==> src/rtl/pulse_stretcher_pkg.sv <==
// rtl/pulse_stretcher_pkg.sv - shared state encoding and width helpers for pulse output blocks
package pulse_stretcher_pkg;

  typedef enum logic [1:0] {
    S_IDLE = 2'd0,
    S_ON   = 2'd1,
    S_GAP  = 2'd2
  } state_t;

  function automatic int clog2(input int v);
    int r;
    r = 0;
    while ((1 << r) < v) r++;
    return r;
  endfunction

  function automatic int max_int(input int a, input int b);
    return (a > b) ? a : b;
  endfunction

  // Counter width able to hold max(a,b)-1, never narrower than one bit.
  function automatic int cnt_width(input int a, input int b);
    int w;
    w = clog2(max_int(a, b));
    return (w < 1) ? 1 : w;
  endfunction

endpackage

==> src/rtl/pulse_timer.sv <==
// rtl/pulse_timer.sv - loadable down-counter with count enable and zero flag
// Holds at zero instead of wrapping; every phase reloads it on entry.
module pulse_timer #(
  parameter int W = 4
) (
  input  logic         clk,
  input  logic         rst,
  input  logic         load,
  input  logic [W-1:0] load_val,
  input  logic         cen,
  output logic         zero
);

  logic [W-1:0] cnt;

  always_ff @(posedge clk or posedge rst) begin
    if (rst) begin
      cnt <= '0;
    end else if (load) begin
      cnt <= load_val;
    end else if (cen && (cnt != '0)) begin
      cnt <= cnt - W'(1);
    end
  end

  assign zero = (cnt == '0);

endmodule

==> src/rtl/pulse_stretcher.sv <==
// rtl/pulse_stretcher.sv - stretches press ticks into ON-high / GAP-low output pulses
// Optional PULSE_QUEUE_EN macro adds a saturating pending-tick queue; otherwise busy ticks are dropped.
module pulse_stretcher
  import pulse_stretcher_pkg::*;
#(
  parameter int ON_CYCLES   = 10,
  parameter int GAP_CYCLES  = 10,
  parameter int MAX_PENDING = 3,
  localparam int PW = clog2(MAX_PENDING + 1)
) (
  input  logic          clk,
  input  logic          rst,
  input  logic          tick,
  output logic          pulse,
  output logic          busy,
  output logic [PW-1:0] pending,
  output logic          overflow
);

  localparam int TW = cnt_width(ON_CYCLES, GAP_CYCLES);
  localparam logic [TW-1:0] ON_LOAD  = TW'(ON_CYCLES - 1);
  localparam logic [TW-1:0] GAP_LOAD = TW'(GAP_CYCLES - 1);

  state_t          state;
  logic            zero;
  logic            gap_end;
  logic            busy_tick;
  logic            restart;
  logic            tim_load;
  logic            tim_cen;
  logic [TW-1:0]   tim_val;
  logic            ovf_next;
  logic [PW-1:0]   pend;

  // The last GAP cycle is not "busy": a tick there starts the next pulse directly.
  assign gap_end   = (state == S_GAP) && zero;
  assign busy_tick = tick && ((state == S_ON) || ((state == S_GAP) && !zero));
  assign restart   = gap_end && ((pend != '0) || tick);

  assign tim_load = ((state == S_IDLE) && tick) || ((state == S_ON) && zero) || restart;
  assign tim_val  = (state == S_ON) ? GAP_LOAD : ON_LOAD;
  assign tim_cen  = (state != S_IDLE);

  pulse_timer #(
    .W(TW)
  ) u_timer (
    .clk      (clk),
    .rst      (rst),
    .load     (tim_load),
    .load_val (tim_val),
    .cen      (tim_cen),
    .zero     (zero)
  );

`ifdef PULSE_QUEUE_EN
  localparam logic [PW-1:0] PEND_MAX = PW'(MAX_PENDING);

  assign ovf_next = busy_tick && (pend == PEND_MAX);

  // A tick arriving with a dequeue at the GAP end replaces the dequeued slot.
  always_ff @(posedge clk or posedge rst) begin
    if (rst) begin
      pend <= '0;
    end else if (busy_tick && (pend != PEND_MAX)) begin
      pend <= pend + PW'(1);
    end else if (gap_end && (pend != '0) && !tick) begin
      pend <= pend - PW'(1);
    end
  end
`else
  assign ovf_next = busy_tick;
  assign pend     = '0;
`endif

  assign pending = pend;

  always_ff @(posedge clk or posedge rst) begin
    if (rst) begin
      state    <= S_IDLE;
      pulse    <= 1'b0;
      busy     <= 1'b0;
      overflow <= 1'b0;
    end else begin
      overflow <= ovf_next;
      case (state)
        S_IDLE: begin
          if (tick) begin
            state <= S_ON;
            pulse <= 1'b1;
            busy  <= 1'b1;
          end
        end
        S_ON: begin
          if (zero) begin
            state <= S_GAP;
            pulse <= 1'b0;
          end
        end
        S_GAP: begin
          if (restart) begin
            state <= S_ON;
            pulse <= 1'b1;
          end else if (zero) begin
            state <= S_IDLE;
            busy  <= 1'b0;
          end
        end
        default: begin
          state <= S_IDLE;
          pulse <= 1'b0;
          busy  <= 1'b0;
        end
      endcase
    end
  end

endmodule

==> config.mk <==
export PLATFORM = sky130hd
export DESIGN_NAME = pulse_stretcher
export DESIGN_NICKNAME = d
export VERILOG_FILES = /design/src/rtl/pulse_stretcher_pkg.sv /design/src/rtl/pulse_timer.sv /design/src/rtl/pulse_stretcher.sv
export SDC_FILE = /design/constraint.sdc
export NUM_CORES = 1
export LEC_CHECK = 0
export ABC_AREA = 0
export BUFFER_PORTS_ARGS = -buffer_cell sky130_fd_sc_hd__buf_2
export CAP_MARGIN = 20
export CORE_AREA = 2 2 39 41
export DETAILED_ROUTE_END_ITERATION = 16
export DIE_AREA = 0 0 41 43
export PLACE_DENSITY = 0.64
export SYNTH_ARGS = -nofsm -noshare
export SYNTH_HDL_FRONTEND = slang
export SYNTH_HIERARCHICAL = 1
export SYNTH_SLANG_ARGS = --single-unit
==> constraint.sdc <==
create_clock -name clk -period 3.5 [get_ports clk]
set_input_delay 0.525 -clock clk [delete_from_list [all_inputs] [get_ports clk]]
set_output_delay 0.525 -clock clk [all_outputs]
set_load 0.1 [all_outputs]
# [Word-level counts from Yosys, hierarchy flattened]
# Index checks and enable logic that the tools add are counted.
[word_totals] ff_bits=9 inputBits=3 out_inout_bits=5 elab_cells=47
[op_classes] n_addsub=1 eq_ne=8 muxes=13 bitwise=1 n_reduce_logical=19
[ops] op="$ne A2 B2 Y1 const B" n=5
[ops] op="$mux W2" n=4
[ops] op="$mux W4" n=2
[ops] op="$logic_and A1 B1 Y1" n=7
[ops] op="$pmux W1 S3" n=2
[ops] op="$pmux W2 S3" n=1
[ops] op="$reduce_and A3 Y1" n=2
[ops] op="$logic_not A4 Y1" n=1
[ops] op="$mux W1" n=4
[ops] op="$reduce_and A4 Y1" n=1
[ops] op="$reduce_bool A2 Y1" n=2
[ops] op="$reduce_bool A4 Y1" n=1
[ops] op="$sub A4 B1 Y4 const B" n=1
[ops] op="$logic_or A1 B1 Y1" n=3
[ops] op="$ne A3 B3 Y1 const B" n=1
[ops] op="$eq A2 B1 Y1 const B" n=1
[ops] op="$eq A2 B2 Y1 const B" n=1
[ops] op="$logic_not A2 Y1" n=1
[ops] op="$logic_not A1 Y1" n=1
[ops] op="$not A1 Y1" n=1

# [Logic depth before layout (Yosys ltp)]
[depth] word_depth=5 ltp_mapped=9 depth_no_buf=8

# [Modules after synthesis]
# The synthesis kept the hierarchy.
[by_module_without_submodules] module="pulse_stretcher" instances=1 cells_per_inst=31 area_each_um2=276.5 seq_area_each_um2=125.1
[by_module_without_submodules] module="pulse_timer" instances=1 cells_per_inst=28 area_each_um2=261.5 seq_area_each_um2=100.1

# [Least setup slack after synthesis]
# No wires, ideal clock.
[synth_timing] kind="register -> register" start="register u_timer.cnt[0]" end="register u_timer.cnt[3]" setup_time_ns=0.126 arrival_ns=1.990 t_required_ns=3.374 slack_ns=1.384 stages_incl_launch_ff=10 path_buffers=1 period_less_slack_ns=2.116 path_cell_list="dfrtp_1 inv_1 ha_1 or3b_4 inv_1 nand2_1 o22ai_1 clkbuf_1 nor3_1 a221o_1"
[synth_between] elab_chain_cells=5 elab_cells_between_ends=12 cone_classes="add/sub (1); mux (2); reduce/logical (9)"
[synth_rtl] item="start, declared" line_no="pulse_timer.sv:14" rtl="logic [W-1:0] cnt;"
[synth_rtl] item="start signal, assigned" line_no="pulse_timer.sv:20" rtl="cnt <= load_val;"
[synth_rtl] item="start signal, assigned" line_no="pulse_timer.sv:22" rtl="cnt <= cnt - W'(1);"
[synth_rtl] item="$logic_not A4 Y1 *" line_no="pulse_timer.sv:26" rtl="assign zero = (cnt == '0);"
[synth_rtl] item="named net zero" line_no="pulse_stretcher.sv:25" rtl="logic zero;"
[synth_rtl] item="$logic_and A1 B1 Y1, on equally long branches" line_no="pulse_stretcher.sv:40, pulse_stretcher.sv:36"
[synth_rtl] item="$logic_or A1 B1 Y1 or $logic_and A1 B1 Y1 (tied branches)" line_no="pulse_stretcher.sv:40, pulse_stretcher.sv:38"
[synth_rtl] item="$logic_or A1 B1 Y1 *" line_no="pulse_stretcher.sv:40" rtl="assign tim_load = ((state == S_IDLE) && tick) || ((state == S_ON) && zero) || restart;"
[synth_rtl] item="named net tim_load" line_no="pulse_stretcher.sv:29" rtl="logic tim_load;"
[synth_rtl] item="$mux W4 or $reduce_bool A2 Y1 (tied branches)"
# Mark *: on every way through the listed nets, which the timed path passes. The rest lies on a longest branch. The select of a mux whose other input is x is not followed.
# A chain may end at the register's enable or synchronous reset.

# [Worst setup path after layout]
# Same ends and word-level chain as after synthesis.

==> results.ini <==
[clock_network]
cts_resized=0
cts_made_buffers=3
post-cts-setup-buffers=0
h-tree-depth=1
clock_latency_ns=0.27
cts.sinks=9
cts.root.buffer_cell=clkbuf_4
cts_tree=yes
cts.clk_slew.worst_paths_ns=0.07
ctsHoldBuffers=0
clock_tree.buffer_depth=2

[floorplan]
start_util=0.3888
core_area_sq_um=1384
fp.dieW_microns=41
die_area_sq_um=1763
ioPinCount=8
die_height_microns=43
rows=14

[grt]
grt_pass1_wl_microns=1593
grtUsageTotal=0.1434
grt_max_degree=11
antenna_found_initial=0
grt_pass1_vias=396
overflow=0

[placement]
dp_hpwl_microns=731.4
globalplace.congestion=0.7216
place_worst_setup_slack_ns=1.330
postPlaceCellArea_sq_um=579.3
portBuffers=5

[route]
vias=424
ant_nets=0
drc=0
drt-wirelength-per-cell_microns=11.34
drt_iter0_drc=8
dr.pass1.iters=4
routed_wl_microns=964
via_per_inst=4.988

[timing]
fin_ws_ns=1.298
finalSetupTns_ns=0
setup_violations=0
max_freq_mhz=454.2
min_period_over_period=0.6291
period_needed_ns=2.202
fin_skew_ns=0.002799
hold_viol=0
rsz0062_at_grt=no
slew_violations=0

[worst_setup_path]
crit_start=u_timer/cnt[0]
crit_required_ns=3.65
arrival_ns=2.36
path_class=register to register
cp-end-kind=register
crit_fanout=9
cp-start-kind=register
timing.rr.start=u_timer/cnt[0]

[cells_and_area]
fill_cells=148
stdcell_area_sq_um=606.8
register_area_sq_um=225.2
drive_above_1_share=0.2319
layout_commonest_cell=dfrtp_1
syn_to_final_growth_pct=12.79
n_antenna_cell=0
final_cell_mix=dfrtp_1, a21oi_1, inv_1, conb_1
nNetsFinal=74
multi_input_area_sq_um=275.3

[logic_synthesis]
synth_warnings=6
synth.distinct_cells=28
synthCells=59
synth_flop_cell=dfrtp_1
ys_ff_latch=9
post_synth.cell_area_avg_sq_um=9.119
async_flop_share=1.000
synth_edf_count=0
ys_seq_area_frac=0.4186
syn_area_sq_um=538.0

[flow_run]
maxCapViolations=0

[run_status]
status=complete, no violations

[hold_path]
hold_class=input port to asynchronous set/reset pin

-- flip-flops by register name, indices dropped and copies added, names as in the netlist --
register / count
busy: 1
overflow: 1
pulse: 1
state: 2
u_timer/cnt: 4
-- final cells by class --
cell class,instances,share of cell area
clock buffers,3,0.03711
clock inverters,1,0.008247
inverters,7,0.04330
multi-input cells,43,0.4536
flip-flops and latches,9,0.3711
well taps,16,0.03299
repair buffers,6,0.05361
-- metrics by stage --
step / util / cells / hold slack, ns
2_1_floorplan: - / 63 / 0.2911
3_3_place_gp: 0.4186 / 81 / 0.4364
3_5_place_dp: 0.4186 / 81 / 0.4329
4_1_cts: 0.4385 / 85 / 0.1370
5_1_grt: 0.4385 / 85 / 0.1451
6_report: 0.4385 / 85 / 0.1385
-- worst paths after layout --
check                            endpoint  slack, ns  cells after the start
min                        u_timer/cnt[0]       0.14                      2
min reg2reg                          busy       0.58                      2
min in group clk                 overflow       0.55                      2
max                        u_timer/cnt[3]       1.30                      9
max reg2reg                u_timer/cnt[3]       1.30                      9
max in group asynchronous           pulse       3.18                      2
-- per-layer routing --
layer,GRT usage,vias up,routed length [microns],share of wire
li1,-,215,-,-
met1,0.1803,192,426,0.44
met2,0.1781,13,443,0.46
met3,0.03141,4,56,0.058
met4,0.1600,0,38,0.039
met5,0,-,0,0
-- cells by family (layout without fill, tap and decap cells) --
logic type,Yosys count,in the layout,synth area share
AOI/OAI and AO/OA,18,18,0.2023
and+or+nand+nor,17,17,0.2256
other,2,6,0.01396
adders and majority gates,1,1,0.02325
muxes,1,1,0.01861
DFF,9,9,0.4186
buffers and inverters,11,17,0.09766
-- cells in the mapped netlist, types with 2 or more instances --
library cell | n | area, sq um
o22ai_1 | 3 | 18.77
nand2b_1 | 2 | 12.51
conb_1 | 2 | 7.510
inv_1 | 6 | 22.52
a21oi_1 | 7 | 35.03
dfrtp_1 | 9 | 225.2
nand2_1 | 5 | 18.77
buf_4 | 3 | 22.52
o21ai_1 | 2 | 10.01
o21ai_0 | 2 | 10.01
-- critical path, stage by stage (launching register included) --
cell and delay, ns:
dfrtp_1 0.40, inv_1 0.10, ha_1 0.21, or3b_4 0.42
inv_1 0.17, a21oi_1 0.09, o22ai_1 0.14, buf_4 0.18
nor3_1 0.06, a221o_1 0.31
Power is left out: the tool's default activity adds up to more than one toggle a clock period on the data nets, which glitch-free logic cannot reach.
